### src/rtl/quad_encoder_bcd_counter.sv
// Quadrature encoder decoder with glitch filtering, x1/x2/x4 resolution and a
// wrap/saturate BCD up/down counter, all clocked by clk_50mhz with a sample tick.
module quad_encoder_bcd_counter #(
  parameter int DIGITS     = 4,
  parameter int SAMPLE_DIV = 250,
  parameter int FILTER_LEN = 3
) (
  input  logic                  clk_50mhz,
  input  logic                  rst_n,
  input  logic                  enc_a,
  input  logic                  enc_b,
  input  logic [1:0]            mode,
  input  logic                  wrap_en,
  input  logic                  load,
  input  logic [4*DIGITS-1:0]   load_value,
  output logic [4*DIGITS-1:0]   count,
  output logic                  step_pulse,
  output logic                  step_dir,
  output logic                  at_limit,
  output logic                  err_pulse
);

  localparam int W     = 4 * DIGITS;
  localparam int DIV_W = $clog2(SAMPLE_DIV);
  localparam int FLT_W = $clog2(FILTER_LEN + 1);
  localparam logic [W-1:0] ALL_NINES = {DIGITS{4'h9}};

  typedef enum logic [1:0] {
    MODE_X1     = 2'b00,
    MODE_X2     = 2'b01,
    MODE_X4     = 2'b10,
    MODE_X1_ALT = 2'b11
  } mode_e;

  function automatic logic [W-1:0] bcd_inc(input logic [W-1:0] v);
    logic [W-1:0] r;
    logic         carry;
    r     = v;
    carry = 1'b1;
    for (int d = 0; d < DIGITS; d++) begin
      if (carry) begin
        if (v[4*d +: 4] == 4'd9) begin
          r[4*d +: 4] = 4'd0;
        end else begin
          r[4*d +: 4] = v[4*d +: 4] + 4'd1;
          carry       = 1'b0;
        end
      end
    end
    return r;
  endfunction

  function automatic logic [W-1:0] bcd_dec(input logic [W-1:0] v);
    logic [W-1:0] r;
    logic         borrow;
    r      = v;
    borrow = 1'b1;
    for (int d = 0; d < DIGITS; d++) begin
      if (borrow) begin
        if (v[4*d +: 4] == 4'd0) begin
          r[4*d +: 4] = 4'd9;
        end else begin
          r[4*d +: 4] = v[4*d +: 4] - 4'd1;
          borrow      = 1'b0;
        end
      end
    end
    return r;
  endfunction

  function automatic logic [W-1:0] bcd_clamp(input logic [W-1:0] v);
    logic [W-1:0] r;
    for (int d = 0; d < DIGITS; d++) begin
      r[4*d +: 4] = (v[4*d +: 4] > 4'd9) ? 4'd9 : v[4*d +: 4];
    end
    return r;
  endfunction

  logic             r_a_meta, r_a_sync, r_b_meta, r_b_sync;
  logic [DIV_W-1:0] r_div;
  logic [FLT_W-1:0] r_prime_cnt;
  logic [FLT_W-1:0] r_agree [2];
  logic [1:0]       r_filt;
  logic [1:0]       r_prev;
  logic [W-1:0]     r_count;
  logic             r_step_pulse, r_step_dir, r_at_limit, r_err_pulse;

  logic             w_tick, w_primed;
  logic [1:0]       w_sync, w_diff;
  logic             w_decode, w_illegal, w_a_chg, w_dir_up, w_counts, w_step;
  logic [W-1:0]     w_count_next;

  // NOTE: sequential state uses non-blocking assignments so every flop samples pre-edge values.
  always_ff @(posedge clk_50mhz or negedge rst_n) begin
    if (!rst_n) begin
      r_a_meta <= 1'b0;
      r_a_sync <= 1'b0;
      r_b_meta <= 1'b0;
      r_b_sync <= 1'b0;
    end else begin
      r_a_meta <= enc_a;
      r_a_sync <= r_a_meta;
      r_b_meta <= enc_b;
      r_b_sync <= r_b_meta;
    end
  end

  assign w_sync   = {r_a_sync, r_b_sync};
  assign w_tick   = (r_div == DIV_W'(SAMPLE_DIV - 1));
  assign w_primed = (r_prime_cnt == FLT_W'(FILTER_LEN));

  always_ff @(posedge clk_50mhz or negedge rst_n) begin
    if (!rst_n) begin
      r_div       <= '0;
      r_prime_cnt <= '0;
    end else begin
      r_div <= w_tick ? '0 : r_div + 1'b1;
      if (w_tick && !w_primed) r_prime_cnt <= r_prime_cnt + 1'b1;
    end
  end

  // During priming the filters follow the synced inputs so the held position is not a step.
  always_ff @(posedge clk_50mhz or negedge rst_n) begin
    if (!rst_n) begin
      r_filt <= '0;
      for (int i = 0; i < 2; i++) r_agree[i] <= '0;
    end else if (w_tick) begin
      for (int i = 0; i < 2; i++) begin
        if (!w_primed) begin
          r_filt[i]  <= w_sync[i];
          r_agree[i] <= '0;
        end else if (w_sync[i] != r_filt[i]) begin
          if (r_agree[i] == FLT_W'(FILTER_LEN - 1)) begin
            r_filt[i]  <= w_sync[i];
            r_agree[i] <= '0;
          end else begin
            r_agree[i] <= r_agree[i] + 1'b1;
          end
        end else begin
          r_agree[i] <= '0;
        end
      end
    end
  end

  // NOTE: every always_comb output gets a default first so no latch is inferred.
  always_comb begin
    w_diff    = r_filt ^ r_prev;
    w_decode  = w_primed && (w_diff != 2'b00);
    w_illegal = (w_diff == 2'b11);
    w_a_chg   = w_diff[1];
    // Up when the new A differs from B, or when B moves to match A.
    w_dir_up  = w_a_chg ? (r_filt[1] != r_filt[0]) : (r_filt[1] == r_filt[0]);
    w_counts  = 1'b0;
    case (mode_e'(mode))
      MODE_X4: w_counts = 1'b1;
      MODE_X2: w_counts = w_a_chg;
      default: w_counts = w_a_chg && r_filt[1];
    endcase
    w_step = w_decode && !w_illegal && w_counts;

    w_count_next = r_count;
    if (load) begin
      w_count_next = bcd_clamp(load_value);
    end else if (w_step) begin
      if (w_dir_up) begin
        w_count_next = (r_count == ALL_NINES && !wrap_en) ? r_count : bcd_inc(r_count);
      end else begin
        w_count_next = (r_count == '0 && !wrap_en) ? r_count : bcd_dec(r_count);
      end
    end
  end

  always_ff @(posedge clk_50mhz or negedge rst_n) begin
    if (!rst_n) begin
      r_prev       <= '0;
      r_count      <= '0;
      r_step_pulse <= 1'b0;
      r_step_dir   <= 1'b0;
      r_at_limit   <= 1'b0;
      r_err_pulse  <= 1'b0;
    end else begin
      if (w_tick && !w_primed) r_prev <= w_sync;
      else if (w_decode)       r_prev <= r_filt;
      r_count      <= w_count_next;
      r_at_limit   <= (w_count_next == '0) || (w_count_next == ALL_NINES);
      r_step_pulse <= w_step && !load;
      if (w_step && !load) r_step_dir <= w_dir_up;
      r_err_pulse  <= w_decode && w_illegal;
    end
  end

  assign count      = r_count;
  assign step_pulse = r_step_pulse;
  assign step_dir   = r_step_dir;
  assign at_limit   = r_at_limit;
  assign err_pulse  = r_err_pulse;

endmodule

### config.mk
export PLATFORM = sky130hd
export DESIGN_NAME = quad_encoder_bcd_counter
export DESIGN_NICKNAME = d
export VERILOG_FILES = /design/src/rtl/quad_encoder_bcd_counter.sv
export SDC_FILE = /design/constraint.sdc
export NUM_CORES = 1
export LEC_CHECK = 0
export CORE_MARGIN = 2
export CORE_UTILIZATION = 35
export CTS_CLUSTER_SIZE = 24
export DETAILED_ROUTE_END_ITERATION = 16
export SLEW_MARGIN = 15
export SYNTH_ARGS = -nofsm -noshare
export SYNTH_HDL_FRONTEND = slang
export SYNTH_SLANG_ARGS = --single-unit
### constraint.sdc
create_clock -name clk_50mhz -period 3.15 [get_ports clk_50mhz]
set_input_delay 0.315 -clock clk_50mhz [delete_from_list [all_inputs] [get_ports clk_50mhz]]
set_output_delay 0.315 -clock clk_50mhz [all_outputs]
set_load 0.005 [all_outputs]
==> results.md <==
- Status: finished, final reports clean
- Crit path max-delay cell type: or4_4
- Average size of a mapped cell: 8.62 um^2
- Reg2reg setup slack: roughly 0.088 ns
- Largest net degree at the start of global routing: 43
- Ant. Diodes: 0
- Post-Synthesis Cell Area: about 3000 um^2
- Main synth FF type: dfrtp_1
- Register Area: 1050 um^2
- CP Launch Point: count[5]
- Worst Tran Pin Value: between 0.9 and 1 ns
- Vias: 3090
- Core area: 8300 um^2
- FF-to-FF path depth: 8
- Seq/Total Area, Yosys: between 30% and 40%
- Critical path's largest stage delay: 0.55 ns
- Layout area overhead: 42.5%
- Crit path to: at_limit
- Clk Tree Root Cell: clkbuf_8
- Critical Path Stages: 8
- Initial antenna violation count: 0
- Commonest non-fill, non-tap cell in the layout: buf_4
- Synth cell types: 71
- Post-route ant nets: 0
- Flop and latch count out of synthesis: 42
- CP bufs+invs: 1
- H-tree level count: 2
- Fraction of layout cells with a size suffix above 1: 28.4%
- Cell chain of the critical path: buf_4 -> or4bb_1 -> or4_4 -> o21ai_2 -> nand2_1 -> a22o_1 -> or4_4 -> a2111oi_4
- Tightest Hold Check Type: input pin to async pin
- Period utilization: 97.2%
- # fillers: roughly 750
- Total global-route track usage: about a fifth
- Minimum clock period after layout: 3.06 ns
- Die extent in x: 97.0 um
- Initial Util: around 36%
- Post-layout worst setup margin: 0.0877 ns
- Yosys top cell by area: dfrtp_1
- CP endpoint kind: flip-flop
- Worst reg2reg startpoint: count[5]
- Fin cells: 560
- Finish-stage setup viols: 0
- Max-slew violation count: 0
- Per-cell routed wire length: 16.5 um
- Most frequent cells in the layout: buf_4 (74), clkdlybuf4s50_1 (41), dfrtp_1 (39)
- Dpl ws: -0.470 ns
- GPL Wtd Cong: 0.922
- Final Skew: 0.00565 ns
- Longest Clk Path Bufs: 2
- NumNets Final: 487
- Post-Syn Instances: 351
- FMAX: 327 MHz
- Worst-Skew Late Latency: 0.29 ns
- Power density over the cells: 306 nW/um^2
- Critical-path maximum fanout: 4
- CTS tree: done
- # rows: 33
- Final core occ: 52.0%
- Crit path max-delay family: simple AND/OR/NAND/NOR gates
- Yosys Warn Count: 0
- Slew headroom: 35.9%
- PortBufs: 43
- VDD IR max: 0.161 mV
- Top post-synthesis cells by area: dfrtp_1 (35%), nor2_1 (4.0%), ha_1 (3.7%)
- Vias per cell: 5.52
- Multi-input gate area: 1950 um^2
- Post-CTS Hold Fix Bufs: 0
- CTS buffer count: 5
- Total grt overflow: 0
- Die Footprint: ~9400 um^2
- DRT iter0 DRCs: 270
- Syn Nets: 384
- Crit path top cell by count: or4_4
- Crit path DAT: 3.25 ns
- Reg2reg end: at_limit
- Setup CP Type: flip-flop to flip-flop
- Async set or reset register ratio after synthesis: 100%
- HPWL after DPL: 6.86 mm
- Detailed Route WL: slightly above 9 mm
- Reg clk slew, reported paths: around 0.08 ns
- Vias in the first global route: 3019
- LEAKAGE: 1.86 nW
- Sink Count: 42
- I/O pin count: 44
- WP data required: between 3 and 4 ns
- Unrepaired setup endpoints after global routing: true
- First drt pass iteration count: 5
- TNS Setup: 0 ns
- MaxCap Viol Count: 0
- First-pass GRT wire length: 14.7 mm
- Crit path launch type: flip-flop
- Final hold violations: 0
- Die H: 97.0 um
- Count of flip-flops with a built-in enable after synthesis: 0
- Placed cell count: around 540
- DRC viols: 0
- Top-area cell type share of the netlist area: a little over a third
## synthesized netlist by cell type, types with 3 or more instances
| cell | number |
|---|---|
| nor3b_1 | 3 |
| nor4_1 | 4 |
| mux2_2 | 5 |
| o211ai_1 | 3 |
| o31ai_1 | 3 |
| xnor2_1 | 5 |
| inv_1 | 21 |
| xor2_1 | 7 |
| o22ai_1 | 3 |
| or3_1 | 6 |
| o21ai_0 | 17 |
| o21a_1 | 4 |
| nor3_1 | 16 |
| nand2_1 | 26 |
| clkbuf_1 | 9 |
| a21oi_1 | 16 |
| a31oi_1 | 10 |
| dfrtp_1 | 42 |
| nor2b_1 | 5 |
| nand2b_1 | 4 |
| and3_1 | 7 |
| buf_2 | 11 |
| mux2i_1 | 5 |
| o21ai_1 | 4 |
| ha_1 | 9 |
| nand3_1 | 8 |
| nor2_1 | 32 |
| nand4_1 | 5 |
| a22o_1 | 5 |
| nand3b_1 | 4 |
## cell type report
| class | count | area share (%) |
|---|---|---|
| repair buffers | 119 | 23.3 |
| clock buffers | 6 | 1.68 |
| clock inverters | 2 | 0.319 |
| multi-input cells | 264 | 45.2 |
| flip-flops and latches | 42 | 24.5 |
| well taps | 105 | 3.05 |
| inverters | 22 | 1.92 |
## registers in the layout (all words and copies together), names as in the netlist, 2 cells and up
name	cells
count	16
r_agree	4
r_div	8
r_filt	2
r_prev	2
r_prime_cnt	2
## per-stage QoR
stage               cell area (um^2)  hold slack [ns]  total power [mW]
floorplan                       3030           0.0194             0.755
global placement                3930            0.336             0.941
detailed placement              3930            0.342             0.941
CTS                             4100            0.215              1.30
global route                    4310            0.257              1.39
finish                          4310            0.179              1.32
## routing by layer
metal	GRT usage [%]	part of all wire [%]
met1	24.5	43
met2	33.1	50
met5	0	0
met3	2.82	4.5
met4	4.66	1.9
## power breakdown
part           switching [mW]  internal (mW)
clock                   0.189          0.157
combinational           0.194          0.195
sequential             0.0261          0.560
total                   0.409          0.912
## how the worst min path moves through the flow
stage / to / slack, ns
global placement: r_b_sync / 0.34
CTS: r_div[5] / 0.21
detailed placement: r_b_sync / 0.34
floorplan: at_limit / 0.02
global route: r_div[5] / 0.26
finish: count[1] / 0.18
## kinds of logic (layout without fill, tap and decap cells)
logic type	count (synthesis)	count (layout)	synth area share, %
and+or+nand+nor	143	143	26.7
AOI/OAI and AO/OA	87	87	19.2
buffers and inverters	45	149	6.53
DFF	42	42	34.7
xor gates and xnor gates	15	15	5.58
muxes	10	10	3.51
adders and majority gates	9	9	3.72
## repair_timing
item,CTS,global route
pin swaps,5,28
setup endpoints to repair,1,1
resized for setup,7,33
buffers inserted,7,8
endpoints found under the hold margin,0,0
(Power assumes the default switching activity.)
